**src/rtl/dfb1_pkg.sv**
```systemverilog
// Shared constants for the DFB1 SPI controller: register map, STAT bit
// positions, FSM encoding and reset values.
package dfb1_pkg;

    localparam logic [1:0] ADDR_ID   = 2'd0;
    localparam logic [1:0] ADDR_CFG  = 2'd1;
    localparam logic [1:0] ADDR_DATA = 2'd2;
    localparam logic [1:0] ADDR_STAT = 2'd3;

    localparam int STAT_BUSY_BIT = 7;
    localparam int STAT_OVR_BIT  = 6;
    localparam int STAT_SLOW_BIT = 1;
    localparam int STAT_CS_BIT   = 0;

    typedef enum logic [1:0] {
        ST_IDLE  = 2'd0,
        ST_SHIFT = 2'd1,
        ST_DONE  = 2'd2
    } spi_state_e;

    localparam logic [7:0] RST_CFG   = 8'hFD;
    localparam logic [7:0] RST_RX    = 8'hFF;
    localparam logic [7:0] RST_RDATA = 8'hFF;
    localparam logic       RST_SLOW  = 1'b1;
    localparam logic       RST_CS_N  = 1'b1;

    // Assemble the STAT register image; unused bits read as zero.
    function automatic logic [7:0] stat_pack(input logic busy_v, input logic ovr_v,
                                             input logic slow_v, input logic cs_n_v);
        logic [7:0] v;
        v = 8'h00;
        v[STAT_BUSY_BIT] = busy_v;
        v[STAT_OVR_BIT]  = ovr_v;
        v[STAT_SLOW_BIT] = slow_v;
        v[STAT_CS_BIT]   = cs_n_v;
        return v;
    endfunction

endpackage

```
**src/rtl/dfb1_spi_tick.sv**
```systemverilog
// Half-period divider: while enabled, pulses tick once every div_load+1
// cycles; while disabled it keeps reloading so the first tick after enable
// arrives a full half-period later.
module dfb1_spi_tick (
    input  logic       CLKOSC,
    input  logic       RESET,
    input  logic       enable,
    input  logic [7:0] div_load,
    output logic       tick
);

    logic [7:0] cnt_r;

    // Down-counter with reload on terminal count or when idle.
    always_ff @(posedge CLKOSC) begin
        if (RESET) begin
            cnt_r <= 8'd0;
        end else if (!enable || cnt_r == 8'd0) begin
            cnt_r <= div_load;
        end else begin
            cnt_r <= cnt_r - 8'd1;
        end
    end

    assign tick = enable && (cnt_r == 8'd0);

endmodule

```
**src/rtl/dfb1_spi_ctrl.sv**
```systemverilog
// DFB1 SPI master: 4-register host interface, mode-0 MSB-first byte shifter
// with fast/slow clock divider and software-controlled chip select.
module dfb1_spi_ctrl
    import dfb1_pkg::*;
#(
    parameter int         DIV_FAST = 1,
    parameter int         DIV_SLOW = 50,
    parameter logic [7:0] ID_VALUE = 8'h01
) (
    input  logic       CLKOSC,
    input  logic       RESET,
    input  logic       reg_wr,
    input  logic       reg_rd,
    input  logic [1:0] reg_addr,
    input  logic [7:0] reg_wdata,
    output logic [7:0] reg_rdata,
    output logic [7:0] cfg,
    output logic       spi_clk,
    output logic       spi_mosi,
    input  logic       spi_miso,
    output logic       spi_cs_n,
    output logic       busy
);

    localparam logic [7:0] DIV_FAST_M1 = 8'(DIV_FAST - 1);
    localparam logic [7:0] DIV_SLOW_M1 = 8'(DIV_SLOW - 1);

    spi_state_e state_r, state_nxt_s;
    logic [7:0] shreg_r, rx_r, cfg_r, rdata_r, div_load_s;
    logic [3:0] hp_r;
    logic       spi_clk_r, mosi_r, cs_n_r, slow_r, slow_lat_r, ovr_r, busy_r;
    logic       wr_data_s, start_s, tick_s, div_slow_s;

    assign wr_data_s = reg_wr && (reg_addr == ADDR_DATA);
    assign start_s   = wr_data_s && (state_r == ST_IDLE);
    // While idle the divider preloads from the live slow bit; once shifting
    // it uses the copy captured at transfer start, so STAT writes defer.
    assign div_slow_s = (state_r == ST_IDLE) ? slow_r : slow_lat_r;
    assign div_load_s = div_slow_s ? DIV_SLOW_M1 : DIV_FAST_M1;

    dfb1_spi_tick u_tick (
        .CLKOSC   (CLKOSC),
        .RESET    (RESET),
        .enable   (state_r == ST_SHIFT),
        .div_load (div_load_s),
        .tick     (tick_s)
    );

    // FSM state register.
    always_ff @(posedge CLKOSC) begin
        if (RESET) begin
            state_r <= ST_IDLE;
        end else begin
            state_r <= state_nxt_s;
        end
    end

    // Next-state logic: SHIFT ends on the tick closing half-period 16.
    always_comb begin
        state_nxt_s = state_r;
        case (state_r)
            ST_IDLE:  state_nxt_s = start_s ? ST_SHIFT : ST_IDLE;
            ST_SHIFT: state_nxt_s = (tick_s && hp_r == 4'd15) ? ST_DONE : ST_SHIFT;
            ST_DONE:  state_nxt_s = ST_IDLE;
            default:  state_nxt_s = ST_IDLE;
        endcase
    end

    // Shift datapath: SPI clock, MOSI, shift register, rx capture, busy flag.
    always_ff @(posedge CLKOSC) begin
        if (RESET) begin
            shreg_r    <= 8'h00;
            rx_r       <= RST_RX;
            hp_r       <= 4'd0;
            spi_clk_r  <= 1'b0;
            mosi_r     <= 1'b1;
            slow_lat_r <= RST_SLOW;
            busy_r     <= 1'b0;
        end else begin
            busy_r <= (state_nxt_s != ST_IDLE);
            case (state_r)
                ST_IDLE: begin
                    spi_clk_r <= 1'b0;
                    hp_r      <= 4'd0;
                    if (start_s) begin
                        shreg_r    <= reg_wdata;
                        mosi_r     <= reg_wdata[7];
                        slow_lat_r <= slow_r;
                    end else begin
                        mosi_r <= 1'b1;
                    end
                end
                ST_SHIFT: begin
                    if (tick_s) begin
                        hp_r <= hp_r + 4'd1;
                        if (!hp_r[0]) begin
                            // Odd half-period (1-based): rising edge, sample MISO.
                            spi_clk_r <= 1'b1;
                            shreg_r   <= {shreg_r[6:0], spi_miso};
                        end else begin
                            // Even half-period: falling edge, present next bit.
                            spi_clk_r <= 1'b0;
                            mosi_r    <= (hp_r == 4'd15) ? 1'b1 : shreg_r[7];
                        end
                    end
                end
                ST_DONE: begin
                    rx_r      <= shreg_r;
                    spi_clk_r <= 1'b0;
                    mosi_r    <= 1'b1;
                end
                default: begin
                    spi_clk_r <= 1'b0;
                    mosi_r    <= 1'b1;
                end
            endcase
        end
    end

    // Host-writable registers and the sticky overrun flag.
    always_ff @(posedge CLKOSC) begin
        if (RESET) begin
            cfg_r  <= RST_CFG;
            cs_n_r <= RST_CS_N;
            slow_r <= RST_SLOW;
            ovr_r  <= 1'b0;
        end else begin
            if (reg_wr && reg_addr == ADDR_CFG) begin
                cfg_r <= reg_wdata;
            end
            if (reg_wr && reg_addr == ADDR_STAT) begin
                cs_n_r <= reg_wdata[STAT_CS_BIT];
                slow_r <= reg_wdata[STAT_SLOW_BIT];
            end
            if (wr_data_s && state_r != ST_IDLE) begin
                ovr_r <= 1'b1;
            end else if (reg_rd && reg_addr == ADDR_STAT) begin
                ovr_r <= 1'b0;
            end
        end
    end

    // Registered read port; a DATA read during DONE forwards the new byte.
    always_ff @(posedge CLKOSC) begin
        if (RESET) begin
            rdata_r <= RST_RDATA;
        end else if (reg_rd) begin
            case (reg_addr)
                ADDR_ID:   rdata_r <= ID_VALUE;
                ADDR_CFG:  rdata_r <= cfg_r;
                ADDR_DATA: rdata_r <= (state_r == ST_DONE) ? shreg_r : rx_r;
                ADDR_STAT: rdata_r <= stat_pack(busy_r, ovr_r, slow_r, cs_n_r);
                default:   rdata_r <= 8'h00;
            endcase
        end
    end

    assign reg_rdata = rdata_r;
    assign cfg       = cfg_r;
    assign spi_clk   = spi_clk_r;
    assign spi_mosi  = mosi_r;
    assign spi_cs_n  = cs_n_r;
    assign busy      = busy_r;

endmodule

```
**config.mk**
```make
export PLATFORM = sky130hd
export DESIGN_NAME = dfb1_spi_ctrl
export DESIGN_NICKNAME = d
export VERILOG_FILES = /design/src/rtl/dfb1_pkg.sv /design/src/rtl/dfb1_spi_tick.sv /design/src/rtl/dfb1_spi_ctrl.sv
export SDC_FILE = /design/constraint.sdc
export NUM_CORES = 1
export LEC_CHECK = 0
export ABC_AREA = 1
export CAP_MARGIN = 5
export CORE_ASPECT_RATIO = 0.7
export CORE_MARGIN = 3
export CORE_UTILIZATION = 54
export DETAILED_ROUTE_END_ITERATION = 8
export GPL_TIMING_DRIVEN = 0
export PLACE_DENSITY = 0.82
export SLEW_MARGIN = 40
export SYNTH_ARGS = -nofsm -noshare
export SYNTH_HDL_FRONTEND = slang
export SYNTH_SLANG_ARGS = --single-unit
```
**constraint.sdc**
```tcl
create_clock -name CLKOSC -period 1.8 [get_ports CLKOSC]
set_clock_uncertainty 0.2 [all_clocks]
set_input_delay 0.36 -clock CLKOSC [delete_from_list [all_inputs] [get_ports CLKOSC]]
set_output_delay 0.36 -clock CLKOSC [all_outputs]
set_load 0.05 [all_outputs]
```
# Yosys cells after proc, flatten, opt, wreduce, memory -nomap -nowiden

Cells that the tools add are included.

Bitwise logic cells: 1
Reduce and logical (&&, ||, !) cells: 22
Equal/unequal tests: 10
Add/subtract/negate cells: 2
Multiplexer cells: 22

Operators by type and width:

| cell                  | count |
|---|---|
| $mux W8               | 5 |
| $pmux W8 S4           | 1 |
| $pmux W8 S2           | 1 |
| $mux W1               | 9 |
| $logic_and A1 B1 Y1   | 8 |
| $logic_not A8 Y1      | 1 |
| $ne A2 B2 Y1 const B  | 4 |
| $pmux W4 S2           | 1 |
| $reduce_bool A2 Y1    | 4 |
| $sub A8 B1 Y8 const B | 1 |
| $eq A2 B2 Y1 const B  | 3 |
| $mux W6               | 1 |
| $reduce_and A2 Y1     | 3 |
| $add A4 B1 Y4 const B | 1 |
| $eq A2 B1 Y1 const B  | 2 |
| $eq A4 B4 Y1 const B  | 1 |
| $logic_not A2 Y1      | 2 |
| $mux W4               | 1 |
| $pmux W2 S2           | 1 |
| $reduce_and A4 Y1     | 1 |
| $mux W2               | 1 |
| $pmux W1 S2           | 1 |
| $reduce_or A2 Y1      | 1 |
| $logic_not A1 Y1      | 1 |
| 2 further kinds       | 2 |

Output and inout port bits: 20
Input bits: 15
Flip-flop bits (word level): 53
Logic and storage cells: 71

# Logic depth before layout (Yosys ltp)

Depth after elaboration: 6
Depth in mapped cells: 10
Depth with buffers taken out: 9

# Modules after synthesis

A second synthesis with hierarchy kept.

Cells, all modules: 413
Area, all modules: 2,693.8 um^2

Modules (own cells, without submodules):

| module        | cells an instance | times used | area each (um^2) |
|---|---|---|---|
| dfb1_spi_ctrl | 323               | 1          | 2,154.6 |
| dfb1_spi_tick | 90                | 1          | 539.3 |

# Least setup slack after synthesis

Ideal clock, no wire load.

Path type: register -> register
Start point: register u_tick.cnt_r[0]
End point: register hp_r[0]
Arrival: 1,268 ps
Setup time: 67 ps
Path slack: 264 ps
Required time: 1,533 ps
Clock period less this slack: 1,536 ps
Buffers on the path: 1
Cell stages (with the launch flop): 10
Cells stage by stage: dfxtp_1 > inv_1 > ha_1 > inv_1 > nor2_1 > nand3_4 > nand2_4 > buf_8 > nand2_2 > a21oi_2

Word-level cells in the longest chain between the ends: 4

Ends and longest elaborated chain:

| element                            | line                | source |
|---|---|---|
| start, declared                    | dfb1_spi_tick.sv:12 | `logic [7:0] cnt_r;` |
| start signal, assigned             | dfb1_spi_tick.sv:19 | `cnt_r <= div_load;` |
| start signal, assigned             | dfb1_spi_tick.sv:21 | `cnt_r <= cnt_r - 8'd1;` |
| $logic_not A8 Y1                   | dfb1_spi_tick.sv:25 | `assign tick = enable && (cnt_r == 8'd0);` |
| $logic_and A1 B1 Y1                | dfb1_spi_tick.sv:25 |  |
| $ne A2 B2 Y1 (no source line)      | --                  |  |
| $reduce_and A2 Y1 (no source line) | --                  |  |
| end signal, assigned               | dfb1_spi_ctrl.sv:95 | `hp_r <= hp_r + 4'd1;` |
| end, declared                      | dfb1_spi_ctrl.sv:30 | `logic [3:0] hp_r;` |

Every way passes these cells.
A chain may end at the register's enable or synchronous reset.

# Worst setup path in the final report

Start point: register cfg_r[6] (netlist: cfg[6])
End point: output port cfg[6]

RTL lines:

| element                | line                 | source |
|---|---|---|
| start, declared        | dfb1_spi_ctrl.sv:29  | `logic [7:0] shreg_r, rx_r, cfg_r, rdata_r, div_load_s;` |
| start signal, assigned | dfb1_spi_ctrl.sv:129 | `cfg_r <= reg_wdata;` |
| end, declared          | dfb1_spi_ctrl.sv:17  | `output logic [7:0] cfg,` |

No word-level cell between the ends.

==> flow_metrics.tcl <==
set metrics [dict create \
    critPathKind "flop to primary output" \
    synth_area_um2 2467 \
    coreArea_um2 4160 \
    post_drt_wl_per_cell_um 13.02 \
    syn_avg_cell_area_um2 7.010 \
    ys_seq_elements 53 \
    crit_path_end_kind "primary output" \
    max-vdd-ir-drop_v 0.0004527 \
    die_width_um 86.79 \
    drt_iter0_drc 264 \
    p_leak_nw 1.391 \
    cp.arrival_ns 1.21 \
    drc_errors 0 \
    vias 2375 \
    num_rows 19 \
    first_global_vias 2117 \
    antenna_found_initial 0 \
    ant_nets 0 \
    dieArea_um2 5429 \
    area_growth_syn_to_layout_pct 20.39 \
    finalNonFillerCells 448 \
    worstPathMaxFanout 3 \
    nNetsFinal 413 \
    yosysWarnings 0 \
    min-delay-start "rx_r[7]" \
    maxCapViolations 0 \
    n_fill_cell 361 \
    grt_usage_pct 22.20 \
    total_power_w 0.002392 \
    report.final.slew_viol_count 0 \
    synth_cells 352 \
    grt_pass1_wl_um 9915 \
    gr-total-overflow 0 \
    slowest_stage "dlygate4sd2_1" \
    viasPerCell 5.301 \
    h-tree-depth 2 \
    clock_latency_ns 0.29 \
    clkTransAtPathRegs_ns 0.09 \
    path_buf_inv 1 \
    cts-root-buf "clkbuf_8" \
    max_slew_margin_pct 64.03 \
    rr_startpoint "u_tick.cnt_r[0]" \
    cts_tree "yes" \
    regArea_um2 1061 \
    yosysSeqAreaShare_pct 43.00 \
    drive_gt1_share_pct 10.35 \
    finalHoldViolCount 0 \
    fmax_mhz 563.9 \
    setup_viol_count_final 0 \
    gp_congestion 0.8336 \
    slowest_delay_ns 0.55 \
    cts_sinks 53 \
    dp_cells 438 \
    cellPowerDensity_nw_per_um2 805.2 \
    multi_input_area_um2 1194 \
    synth_nets 370 \
    hold_buffers 0 \
    ys_types 30 \
    start_util_pct 59.31 \
    crit_family "buffers and inverters" \
    final_common_cell "nand2_1" \
    numCtsBuffers 5 \
    dieHeight_um 62.56 \
    grt_max_degree 16 \
    diodes 0 \
    worstSetupStartpoint "cfg[6]" \
    dr.pass1.iters 4 \
    io_buffers 34 \
    tightest_slew_ns 0.5396 \
    outcome "finished clean" \
    post-route-min-period_ns 1.773 \
    min_period_over_period_pct 98.52 \
    hold_path.class "flop to flop" \
    required_ns 1.24 \
    postRouteWirelength_um 5835 \
    final_cell_mix "nand2_1, dfxtp_1, inv_1" \
    start_kind "flop" \
    io_pins 35 \
    dp_hpwl_um 4527 \
    clockBufferDepth 2 \
    crit_chain "dlygate4sd2_1" \
]
==> synthesized netlist by cell type <==
| master | number | area share (%) |
|---|---|---|
| nor2_2 | 2 | 0.51 |
| or2_1 | 2 | 0.51 |
| ha_1 | 3 | 1.5 |
| nand3_4 | 1 | 0.71 |
| buf_2 | 3 | 0.61 |
| inv_2 | 2 | 0.30 |
| dfxtp_1 | 53 | 43 |
| o211ai_1 | 2 | 0.61 |
| xor2_1 | 3 | 1.1 |
| or2_2 | 5 | 1.3 |
| buf_6 | 2 | 0.91 |
| inv_6 | 1 | 0.36 |
| nand4_1 | 1 | 0.25 |
| nor2_1 | 27 | 4.1 |
| o21ai_0 | 31 | 6.3 |
| nand2_1 | 99 | 15 |
| o22ai_1 | 1 | 0.25 |
| nor3_1 | 1 | 0.20 |
| inv_1 | 39 | 5.9 |
| nand2_4 | 2 | 0.91 |
| nor2_4 | 1 | 0.46 |
| a21oi_1 | 24 | 4.9 |
| clkbuf_1 | 3 | 0.46 |
| clkinv_1 | 1 | 0.15 |
| nand2_2 | 3 | 0.76 |
| and3_1 | 1 | 0.25 |
| buf_8 | 1 | 0.61 |
| inv_4 | 1 | 0.25 |
| nand3_1 | 35 | 7.1 |
| a21oi_2 | 2 | 0.71 |
==> sequential cells by signal, indices dropped and copies added (netlist names) <==
register,count
spi_mosi,1
cfg,8
spi_cs_n,1
slow_lat_r,1
reg_rdata,8
rx_r,8
u_tick.cnt_r,8
slow_r,1
ovr_r,1
state_r,2
spi_clk,1
shreg_r,8
hp_r,4
busy,1
==> routing by layer <==
| layer | vias to the layer above | track usage, % | routed length (um) | share of wire (%) |
|---|---|---|---|---|
| li1 | 1209 | - | - | - |
| met1 | 1096 | 34.54 | 3026 | 52 |
| met2 | 68 | 32.67 | 2458 | 42 |
| met3 | 2 | 3.821 | 331 | 5.7 |
| met4 | 0 | 2.335 | 19 | 0.33 |
| met5 | - | 0 | 0 | 0 |
==> where the power goes <==
part / total, W / leakage (nW) / switching (W) / internal [W]
logic: 0.000489 / 0.912 / 0.000328 / 0.000162
registers: 0.00127 / 0.434 / 0.0000354 / 0.00123
clock network: 0.000637 / 0.0450 / 0.000367 / 0.000271
==> metrics by stage <==
stage / hold slack, ns / instance area [um^2] / setup WS [ns] / util [%] / TNS (ns)
6_report: 0.2666 / 2970 / 0.02664 / 71.40 / 0
5_1_grt: 0.2965 / 2970 / -0.01123 / 71.40 / -0.01714
4_1_cts: 0.2668 / 2940 / 0.003788 / 70.68 / 0
3_5_place_dp: 0.2458 / 2873 / -0.4229 / 69.05 / -6.867
3_3_place_gp: 0.2347 / 2873 / -0.3916 / 69.05 / -6.106
2_1_floorplan: 0.2245 / 2467 / 0.2644 / - / 0
==> logic make-up (layout without fill, tap and decap cells) <==
group                      count (synthesis)  in the layout  share of synthesized area, %
and+or+nand+nor                          180            180                         32.10
DFF                                       53             53                         43.00
buffers and inverters                     53             97                         9.584
adders and majority gates                  3              3                         1.521
xor gates and xnor gates                   3              3                         1.065
AOI/OAI and AO/OA                         60             60                         12.73
==> timing repair <==
action / CTS / global route
resized for setup: 23 / 9
buffers inserted: 0 / 2
endpoints found under the setup margin: 28 / 29
pin swaps: 0 / 2
==> final cells by class <==
class / count / area share (%)
Buffer: 9 / 2.148
Clock buffer: 6 / 2.443
Clock inverter: 2 / 0.3370
Inverter: 44 / 5.813
Multi-Input combinational cell: 246 / 40.19
Sequential cell: 53 / 35.72
Tap cell: 52 / 2.190
Timing Repair Buffer: 36 / 11.16
==> final timing paths <==
path                            cells past startpoint              end  slack [ns]
worst max-delay path                                1           cfg[6]        0.03
worst max register to register                      7  u_tick.cnt_r[0]        0.11
worst min-delay path                                2          rx_r[7]        0.27
worst min register to register                      2          rx_r[7]        0.27
(Power assumes the default switching activity.)
